==> src/rtl/alarm_ctrl_pkg.sv <==
// Shared watch encodings and alarm defaults.
// Edit state encodings double as the edit_field display-select values.
package watch_pkg;

  typedef enum logic [1:0] {
    E_IDLE = 2'd0,
    E_MIN  = 2'd1,
    E_HOUR = 2'd2
  } edit_state_t;

  typedef enum logic [1:0] {
    A_IDLE   = 2'd0,
    A_RING   = 2'd1,
    A_SNOOZE = 2'd2
  } alarm_state_t;

  localparam int DEF_RING_SECONDS   = 60;
  localparam int DEF_SNOOZE_SECONDS = 300;
  localparam int DEF_MAX_SNOOZE     = 3;

  function automatic int max_int(input int a, input int b);
    return (a > b) ? a : b;
  endfunction

endpackage

==> src/rtl/alarm_ctrl_if.sv <==
// Key, time and alarm-output bundle between the watch core and alarm_ctrl.
interface alarm_ctrl_if;
  logic       sec_tick;
  logic       mode_key;
  logic       adj_key;
  logic       stop_key;
  logic       alarm_on;
  logic [7:0] cur_hour;
  logic [7:0] cur_minute;
  logic [7:0] cur_second;
  logic [7:0] alm_hour;
  logic [7:0] alm_minute;
  logic       minute_set;
  logic       hour_set;
  logic [1:0] edit_field;
  logic       ringing;
  logic       buzzer;

  modport master (
    output sec_tick, mode_key, adj_key, stop_key, alarm_on,
    output cur_hour, cur_minute, cur_second, alm_hour, alm_minute,
    input  minute_set, hour_set, edit_field, ringing, buzzer
  );

  modport slave (
    input  sec_tick, mode_key, adj_key, stop_key, alarm_on,
    input  cur_hour, cur_minute, cur_second, alm_hour, alm_minute,
    output minute_set, hour_set, edit_field, ringing, buzzer
  );
endinterface

==> src/rtl/alarm_ctrl_match.sv <==
// Current-time vs alarm-time compare with rising-edge detect.
// match_q resets high so a reset landing on a matching time does not ring.
module alarm_match (
  input  logic       clock,
  input  logic       reset,
  input  logic [7:0] i_cur_hour,
  input  logic [7:0] i_cur_minute,
  input  logic [7:0] i_cur_second,
  input  logic [7:0] i_alm_hour,
  input  logic [7:0] i_alm_minute,
  output logic       o_trigger
);

  logic w_match;
  logic r_match_q;

  assign w_match = (i_cur_hour == i_alm_hour) && (i_cur_minute == i_alm_minute) &&
                   (i_cur_second == 8'd0);

  always_ff @(posedge clock or posedge reset) begin
    if (reset) r_match_q <= 1'b1;
    else       r_match_q <= w_match;
  end

  assign o_trigger = w_match & ~r_match_q;

endmodule

==> src/rtl/alarm_ctrl.sv <==
// Alarm edit sequencer plus ring/snooze controller driving the buzzer.
// Both FSMs, the second counter and the snooze counter live here.
module alarm_ctrl
  import watch_pkg::*;
#(
  parameter int RING_SECONDS   = DEF_RING_SECONDS,
  parameter int SNOOZE_SECONDS = DEF_SNOOZE_SECONDS,
  parameter int MAX_SNOOZE     = DEF_MAX_SNOOZE
) (
  input logic         clock,
  input logic         reset,
  alarm_ctrl_if.slave bus
);

  localparam int CNT_W = $clog2(max_int(RING_SECONDS, SNOOZE_SECONDS) + 1);
  localparam int SNZ_W = (MAX_SNOOZE > 0) ? $clog2(MAX_SNOOZE + 1) : 1;
  localparam logic [CNT_W-1:0] RING_LIM = CNT_W'(RING_SECONDS);
  localparam logic [CNT_W-1:0] SNZ_LIM  = CNT_W'(SNOOZE_SECONDS);
  localparam logic [CNT_W-1:0] CNT_MAX  = {CNT_W{1'b1}};
  localparam logic [SNZ_W-1:0] SNZ_MAX  = SNZ_W'(MAX_SNOOZE);

  edit_state_t  r_e_state, w_e_next;
  alarm_state_t r_a_state, w_a_next;
  logic [CNT_W-1:0] r_cnt;
  logic [SNZ_W-1:0] r_snz;
  logic r_minute_set, r_hour_set, r_ringing, r_buzzer;
  logic w_trigger, w_cnt_clr, w_snz_clr, w_snz_inc;
  logic w_min_pulse, w_hour_pulse, w_buzz_next, w_edit_en;

  alarm_match u_match (
    .clock        (clock),
    .reset        (reset),
    .i_cur_hour   (bus.cur_hour),
    .i_cur_minute (bus.cur_minute),
    .i_cur_second (bus.cur_second),
    .i_alm_hour   (bus.alm_hour),
    .i_alm_minute (bus.alm_minute),
    .o_trigger    (w_trigger)
  );

  // Alarm FSM: alarm_on low > stop > adj > timeout
  always_comb begin
    w_a_next  = r_a_state;
    w_cnt_clr = 1'b0;
    w_snz_clr = 1'b0;
    w_snz_inc = 1'b0;
    case (r_a_state)
      A_IDLE: begin
        if (w_trigger && bus.alarm_on && (r_e_state == E_IDLE)) begin
          w_a_next  = A_RING;
          w_cnt_clr = 1'b1;
          w_snz_clr = 1'b1;
        end
      end
      A_RING: begin
        if (!bus.alarm_on || bus.stop_key) begin
          w_a_next = A_IDLE;
        end else if (bus.adj_key) begin
          if (r_snz < SNZ_MAX) begin
            w_a_next  = A_SNOOZE;
            w_snz_inc = 1'b1;
            w_cnt_clr = 1'b1;
          end else begin
            w_a_next = A_IDLE;
          end
        end else if (r_cnt == RING_LIM) begin
          w_a_next = A_IDLE;
        end
      end
      A_SNOOZE: begin
        if (!bus.alarm_on || bus.stop_key) begin
          w_a_next = A_IDLE;
        end else if (r_cnt == SNZ_LIM) begin
          w_a_next  = A_RING;
          w_cnt_clr = 1'b1;
        end
      end
      default: w_a_next = A_IDLE;
    endcase
  end

  // Buzzer restarts high on every entry to ring, then follows sec_tick
  always_comb begin
    w_buzz_next = 1'b0;
    if (w_a_next == A_RING) begin
      if (r_a_state != A_RING) w_buzz_next = 1'b1;
      else if (bus.sec_tick)   w_buzz_next = ~r_buzzer;
      else                     w_buzz_next = r_buzzer;
    end
  end

  // Keys go to the edit FSM only while the alarm stays idle
  assign w_edit_en = (r_a_state == A_IDLE) && (w_a_next == A_IDLE);

  always_comb begin
    w_e_next     = r_e_state;
    w_min_pulse  = 1'b0;
    w_hour_pulse = 1'b0;
    if (w_edit_en) begin
      case (r_e_state)
        E_IDLE: if (bus.mode_key) w_e_next = E_MIN;
        E_MIN: begin
          if (bus.mode_key)     w_e_next    = E_HOUR;
          else if (bus.adj_key) w_min_pulse = 1'b1;
        end
        E_HOUR: begin
          if (bus.mode_key)     w_e_next     = E_IDLE;
          else if (bus.adj_key) w_hour_pulse = 1'b1;
        end
        default: w_e_next = E_IDLE;
      endcase
    end
  end

  always_ff @(posedge clock or posedge reset) begin
    if (reset) begin
      r_e_state    <= E_IDLE;
      r_a_state    <= A_IDLE;
      r_cnt        <= '0;
      r_snz        <= '0;
      r_minute_set <= 1'b0;
      r_hour_set   <= 1'b0;
      r_ringing    <= 1'b0;
      r_buzzer     <= 1'b0;
    end else begin
      r_e_state    <= w_e_next;
      r_a_state    <= w_a_next;
      r_minute_set <= w_min_pulse;
      r_hour_set   <= w_hour_pulse;
      r_ringing    <= (w_a_next == A_RING);
      r_buzzer     <= w_buzz_next;
      if (w_cnt_clr)
        r_cnt <= '0;
      else if (bus.sec_tick && (r_a_state != A_IDLE) && (r_cnt != CNT_MAX))
        r_cnt <= r_cnt + 1'b1;
      if (w_snz_clr)      r_snz <= '0;
      else if (w_snz_inc) r_snz <= r_snz + 1'b1;
    end
  end

  assign bus.minute_set = r_minute_set;
  assign bus.hour_set   = r_hour_set;
  assign bus.edit_field = r_e_state;
  assign bus.ringing    = r_ringing;
  assign bus.buzzer     = r_buzzer;

endmodule

==> src/flat_wrapper.sv <==
// flat-port wrapper written by rule: the top's interface ports become plain ports
module alarm_ctrl_flat import watch_pkg::*;
#(
  parameter int RING_SECONDS   = DEF_RING_SECONDS,
  parameter int SNOOZE_SECONDS = DEF_SNOOZE_SECONDS,
  parameter int MAX_SNOOZE     = DEF_MAX_SNOOZE
)
  (clock, reset, bus_sec_tick, bus_mode_key, bus_adj_key, bus_stop_key, bus_alarm_on, bus_cur_hour, bus_cur_minute, bus_cur_second, bus_alm_hour, bus_alm_minute, bus_minute_set, bus_hour_set, bus_edit_field, bus_ringing, bus_buzzer);
  alarm_ctrl_if bus_i ();
  input logic clock;
  input logic reset;
  input wire logic [$bits(bus_i.sec_tick)-1:0] bus_sec_tick;
  input wire logic [$bits(bus_i.mode_key)-1:0] bus_mode_key;
  input wire logic [$bits(bus_i.adj_key)-1:0] bus_adj_key;
  input wire logic [$bits(bus_i.stop_key)-1:0] bus_stop_key;
  input wire logic [$bits(bus_i.alarm_on)-1:0] bus_alarm_on;
  input wire logic [$bits(bus_i.cur_hour)-1:0] bus_cur_hour;
  input wire logic [$bits(bus_i.cur_minute)-1:0] bus_cur_minute;
  input wire logic [$bits(bus_i.cur_second)-1:0] bus_cur_second;
  input wire logic [$bits(bus_i.alm_hour)-1:0] bus_alm_hour;
  input wire logic [$bits(bus_i.alm_minute)-1:0] bus_alm_minute;
  output wire logic [$bits(bus_i.minute_set)-1:0] bus_minute_set;
  output wire logic [$bits(bus_i.hour_set)-1:0] bus_hour_set;
  output wire logic [$bits(bus_i.edit_field)-1:0] bus_edit_field;
  output wire logic [$bits(bus_i.ringing)-1:0] bus_ringing;
  output wire logic [$bits(bus_i.buzzer)-1:0] bus_buzzer;
  assign bus_i.sec_tick = bus_sec_tick;
  assign bus_i.mode_key = bus_mode_key;
  assign bus_i.adj_key = bus_adj_key;
  assign bus_i.stop_key = bus_stop_key;
  assign bus_i.alarm_on = bus_alarm_on;
  assign bus_i.cur_hour = bus_cur_hour;
  assign bus_i.cur_minute = bus_cur_minute;
  assign bus_i.cur_second = bus_cur_second;
  assign bus_i.alm_hour = bus_alm_hour;
  assign bus_i.alm_minute = bus_alm_minute;
  assign bus_minute_set = bus_i.minute_set;
  assign bus_hour_set = bus_i.hour_set;
  assign bus_edit_field = bus_i.edit_field;
  assign bus_ringing = bus_i.ringing;
  assign bus_buzzer = bus_i.buzzer;
  alarm_ctrl #(.RING_SECONDS(RING_SECONDS), .SNOOZE_SECONDS(SNOOZE_SECONDS), .MAX_SNOOZE(MAX_SNOOZE)) u_core (.clock(clock), .reset(reset), .bus(bus_i));
endmodule
==> config.mk <==
export PLATFORM = sky130hd
export DESIGN_NAME = alarm_ctrl_flat
export DESIGN_NICKNAME = d
export VERILOG_FILES = /design/src/rtl/alarm_ctrl_pkg.sv /design/src/rtl/alarm_ctrl_if.sv /design/src/rtl/alarm_ctrl_match.sv /design/src/rtl/alarm_ctrl.sv /design/src/flat_wrapper.sv
export SDC_FILE = /design/constraint.sdc
export NUM_CORES = 1
export LEC_CHECK = 0
export ABC_AREA = 0
export BUFFER_PORTS_ARGS = -buffer_cell sky130_fd_sc_hd__buf_2
export CAP_MARGIN = 20
export CORE_ASPECT_RATIO = 1.75
export CORE_MARGIN = 3
export CORE_UTILIZATION = 40
export CTS_CLUSTER_SIZE = 20
export DETAILED_ROUTE_END_ITERATION = 16
export GPL_TIMING_DRIVEN = 0
export PLACE_DENSITY = 0.69
export RECOVER_POWER = 25
export SKIP_CTS_REPAIR_TIMING = 1
export SYNTH_ARGS = -nofsm -noshare
export SYNTH_HDL_FRONTEND = slang
export SYNTH_SLANG_ARGS = --single-unit
==> constraint.sdc <==
create_clock -name clock -period 2.4 [get_ports clock]
set_input_delay 0 -clock clock [delete_from_list [all_inputs] [get_ports clock]]
set_output_delay 0 -clock clock [all_outputs]
set_load 0.02 [all_outputs]
Word-level counts from Yosys, hierarchy flattened
Cells that the tools add are included.
- word-level logic and storage cells: 81
- input bits: 47
- output and inout port bits: 6
- register bits: 20
- reduce and logical (&&, ||, !) cells: 17
- muxes and demuxes: 34
- add/subtract/negate cells: 2
- bitwise operators: 3
- order comparisons: 1
- equality and inequality tests: 15
- operator list (cell ; count):
    two-way mux 2 bit ; 12
    two-way mux 9 bit ; 2
    two-way mux 1 bit ; 17
    == test 8 bit ; 2
    case mux 2 bit (3 select lines) ; 2
    adder 9 x 1 -> 9 bit, second input constant ; 1
    == test 9 x 6 -> 1 bit, second input constant ; 1
    == test 9 bit, second input constant ; 1
    != test 9 bit, second input constant ; 1
    logical NOT 8 bit ; 1
    logical AND 1 bit ; 7
    == test 2 x 1 -> 1 bit, second input constant ; 3
    logical NOT 2 bit ; 3
    != test 2 bit, second input constant ; 3
    nonzero test 2 bit ; 3
    == test 2 bit, second input constant ; 2
    AND reduction 4 bit ; 1
    != test 3 bit, second input constant ; 1
    case mux 1 bit (3 select lines) ; 1
    adder 2 x 1 -> 2 bit, second input constant ; 1
    < comparator 2 bit, second input constant ; 1
    != test 2 x 1 -> 1 bit, second input constant ; 1
    NOT 1 bit ; 2
    AND 1 bit ; 1
    2 further kinds ; 2

Logic depth before layout (Yosys ltp)
- depth after elaboration: 11
- mapped depth: 8
- gate-level depth less buffers: 8

Modules after synthesis
A second synthesis with hierarchy kept.
- cells, all modules: 127
- area, all modules: 1285.0 um2
- by module, submodules not included (module ; times used ; cells each ; area each (um2)):
    alarm_ctrl ; 1 ; 98 ; 1048.5
    alarm_match ; 1 ; 29 ; 236.5

Least setup slack after synthesis
Ideal clock, no wire load.
- path type: register to register
- start point: reg u_core.r_cnt[2]
- end point: reg u_core.r_cnt[7]
- stages on the path, launching flop included: 9
- buffers on the path: 0
- required time: 2.314 ns
- arrival: 1.955 ns
- clock period less this slack: 2.041 ns
- path slack: 0.359 ns
- cells stage by stage: dfrtp_1 > and3_1 > and3_1 > and3_1 > ha_1 > nor3b_4 > nand4_1 > xor2_1 > nor3_1
- cells in the longest elaborated chain, start to end: 5
- elaborated cells on any way between the ends: 10
- ends and longest elaborated chain (item ; RTL line ; text):
    start, declared ; alarm_ctrl.sv:24 ; logic [CNT_W-1:0] r_cnt;
    start signal, assigned ; alarm_ctrl.sv:135 ; r_cnt <= r_cnt + 1'b1;
    parallel branches: the longest is 5 deep, another holds adder 9 x 1 -> 9 bit ; -- ;
Several ways; the timed one is not identified. The select of a mux whose other input is x is not followed.
A chain may end at the register's enable or synchronous reset.

Worst setup path in the final report
- start point: reg u_core.r_cnt[2]
- end point: reg u_core.r_cnt[3]
The elaborated chain is that of the path after synthesis.

==> summary.md <==
| Metric | Value |
|---|---|
| Outcome | complete, no violations |
| LEAKAGE | roughly 0.8 nW |
| TritonCTS clock tree | built |
| Area overhead of the layout relative to synthesis | 31.3% |
| Global route overflow | 0 |
| Final-report max-slew violation count | 0 |
| F_max | approximately 470 MHz |
| Yosys top cell area share | about 39% |
| Number of enable-type register cells in the synthesized netlist | 0 |
| Total Die Area | approximately 3800 um^2 |
| Post-synthesis instance area | about 1200 um^2 |
| Count of yosys warnings during synthesis | 0 |
| Slew margin rel. | between 40% and 50% |
| Initial antenna violation count | 0 |
| Final setup violating endpoints | 0 |
| Number of antenna diodes | 0 |
| Via count of the first global-routing pass | ~1100 |
| Core area | roughly 2900 um^2 |
| Top post-synthesis cells by count | sky130_fd_sc_hd__xor2_1, sky130_fd_sc_hd__dfrtp_1, sky130_fd_sc_hd__nor3_1, sky130_fd_sc_hd__nor2_1, sky130_fd_sc_hd__nor4_1 |
| HPWL after DPL | 2310 um |
| Top area cells in the synthesized netlist | sky130_fd_sc_hd__dfrtp_1, sky130_fd_sc_hd__xor2_1, sky130_fd_sc_hd__ha_1, sky130_fd_sc_hd__nor3_1, sky130_fd_sc_hd__nor4_1 |
| Worst-margin pin slew | 0.771 ns |
| Syn_nets | ~170 |
| First-pass GRT wire length | 4480 um |
| Register clock-pin slew on the reported worst setup and hold paths | 0.08 ns |
| Worst min-delay path category | input port to register |
| Startpoint type of the worst setup path | register |
| Sequence of cells on the critical path | and3_1 -> and3_1 -> and3_1 -> ha_1 -> nor3b_4 -> buf_4 -> and4_1 -> xnor2_1 -> nor3_1 |
| Cell with the largest stage delay on the worst path | sky130_fd_sc_hd__dfrtp_1 |
| Commonest register cell after synthesis | sky130_fd_sc_hd__dfrtp_1 |
| Top delay family on crit path | simple AND/OR/NAND/NOR gates |
| Critical path buffers and inverters | 1 |
| Pwr Density | about 560 nW/um^2 |
| Final period demand of the worst path | 2.12 ns |
| Number of vias after detailed routing | around 1100 |
| Final critical-path share of the clock period | about nine tenths |
| Deepest level of the CTS H-tree | 1 |
| Cell area after layout | 1610 um^2 |
| Die Y-Extent | slightly below 80 um |
| Crit path top cell by count | sky130_fd_sc_hd__and3_1 |
| Worst-case clock skew | around 0.0038 ns |
| Arr. time, crit path | between 2 and 2.5 ns |
| Net count reported at finish | 231 |
| Portion of the post-synthesis area used by sequential elements | roughly two fifths |
| Instance area at placement | around 1500 um^2 |
| Skew-Pair Late Insertion Delay | roughly 0.26 ns |
| Count of maximum capacitance violations | 0 |
| Starting DRC count in detailed routing | 10 |
| Worst hold slack | 0.0405 ns |
| Setup TNS after final layout | 0 ns |
| Cell chosen for the clock root | sky130_fd_sc_hd__clkbuf_8 |
| Post-Route WL | ~2800 um |
| Syn Area/Cell | just over 10 um^2 |
| Hold violation total from the final report | 0 |
| Total iterations of the first detailed-routing run | 4 |
| VDD IR max | between 0.2 and 0.3 mV |
| Flip-flop and latch count after synthesis | 20 |
| Stage delay of the slowest cell on the critical path | approximately 0.42 ns |
| Number of clock sinks | 20 |
| Cell Count, Final, Fillers Out | 207 |
| Yosys top cell by area | sky130_fd_sc_hd__dfrtp_1 |
| Mean routed wirelength per cell | ~14 um |
| Maximum fanout along the worst path | 10 |
| Data required time of the worst path | ~2.5 ns |
| Most common cell in the synthesized netlist | sky130_fd_sc_hd__xor2_1 |
| WS Path Type | register to register |
| # IOs | 53 |
| Inserted Clock Buffers | 3 |
| Cell total after placement | 200 |
| Total of buffers placed on input and output ports | 52 |
| Share of cells above drive strength 1 | 33.0% |
| Worst Setup End Kind | register |
| Maximum buffer depth of the clock tree | 2 |
| Antenna viol nets, final | 0 |
| Drc violations | 0 |
| Number of standard cells after synthesis | 120 |
| Fraction of synthesis flops using an asynchronous set or reset pin | 100% |
| Overall routing resource usage | between 10% and 20% |
| Number of distinct library cells after synthesis | 35 |
| Starting density of the core | between 40% and 50% |
| Unrepaired setup endpoints after global routing | no |
| Horizontal extent of the die | 47.9 um |
| Floorplan row count | 26 |
| Number of vias per cell | approximately 5.5 |
| Largest net degree at the start of global routing | 21 |
| Routability Congestion | about 0.74 |
## flip-flops by register name (all words and copies together), names as in the netlist
| register | flops |
|---|---|
| u_core.bus.edit_field | 2 |
| u_core.r_snz | 2 |
| u_core.bus.ringing | 1 |
| u_core.r_a_state | 2 |
| u_core.bus.buzzer | 1 |
| u_core.bus.minute_set | 1 |
| u_core.u_match.r_match_q | 1 |
| u_core.r_cnt | 9 |
| u_core.bus.hour_set | 1 |
## power by group
| group | switching [mW] | internal (mW) |
|---|---|---|
| clock network | 0.111 | 0.222 |
| registers | 0.0317 | 0.360 |
| logic | 0.0955 | 0.0830 |
## routing by layer
metal	global-route usage (%)	up-vias	part of all wire (%)
met5	0	-	0
met4	5.93	0	1.5
met3	2.04	6	6.5
met2	29.7	49	59
met1	15.8	529	33
li1	-	547	-
## cells by family after synthesis
| group | after synthesis | synth area share [%] |
|---|---|---|
| xor gates and xnor gates | 25 | 17.8 |
| buffers and inverters | 7 | 2.75 |
| AOI/OAI and AO/OA | 7 | 3.67 |
| DFF | 20 | 40.8 |
| adders and majority gates | 4 | 4.07 |
| and+or+nand+nor | 55 | 29.2 |
| muxes | 2 | 1.63 |
## cells in the final DEF, fill, tap and decap left out, types with 3 or more instances in the layout
master,count
sky130_fd_sc_hd__and3_1,4
sky130_fd_sc_hd__buf_2,46
sky130_fd_sc_hd__clkbuf_1,7
sky130_fd_sc_hd__clkbuf_8,3
sky130_fd_sc_hd__dfrtp_1,19
sky130_fd_sc_hd__ha_1,4
sky130_fd_sc_hd__inv_1,5
sky130_fd_sc_hd__nand2_1,3
sky130_fd_sc_hd__nand3_1,3
sky130_fd_sc_hd__nand3b_1,4
sky130_fd_sc_hd__nand4_1,3
sky130_fd_sc_hd__nor2_1,7
sky130_fd_sc_hd__nor3_1,9
sky130_fd_sc_hd__nor4_1,7
sky130_fd_sc_hd__o21ai_0,3
sky130_fd_sc_hd__xnor2_1,3
sky130_fd_sc_hd__xor2_1,22
## tightest hold or removal path, delay by kind of cell
kind                   cells  cell delay (ns)
AND/OR/NAND/NOR            2             0.14
buffers and inverters      1             0.12
## cell type report
cell class,instances,area (um^2)
clock inverters,1,30.0
clock buffers,3,41.3
multi-input cells,93,693
well taps,28,35.0
plain buffers,2,15.0
repair buffers,55,278
inverters,5,18.8
flip-flops and latches,20,502
fillers,267,1320
## final timing paths
path                                 start                  endpoint  slack (ns)  depth (start not counted)
hold reg to reg            u_core.r_snz[1]           u_core.r_snz[1]        0.54                          2
setup reg to reg           u_core.r_cnt[2]           u_core.r_cnt[3]        0.28                          9
max in group asynchronous            reset           u_core.r_cnt[8]        1.50                          3
hold / removal                bus_mode_key  u_core.bus.edit_field[1]        0.04                          3
setup / recovery           u_core.r_cnt[2]           u_core.r_cnt[3]        0.28                          9
min in group asynchronous            reset       u_core.r_a_state[1]        0.42                          3
## per-stage QoR
stage,worst slack (ns),util [%],total power [mW]
finish,0.276,55.1,0.904
global route,0.160,55.1,0.958
CTS,0.130,54.5,0.920
detailed placement,0.155,52.1,0.583
global placement,0.195,52.1,0.576
floorplan,0.359,-,0.499
No activity file was read; power rests on OpenSTA's default activity.
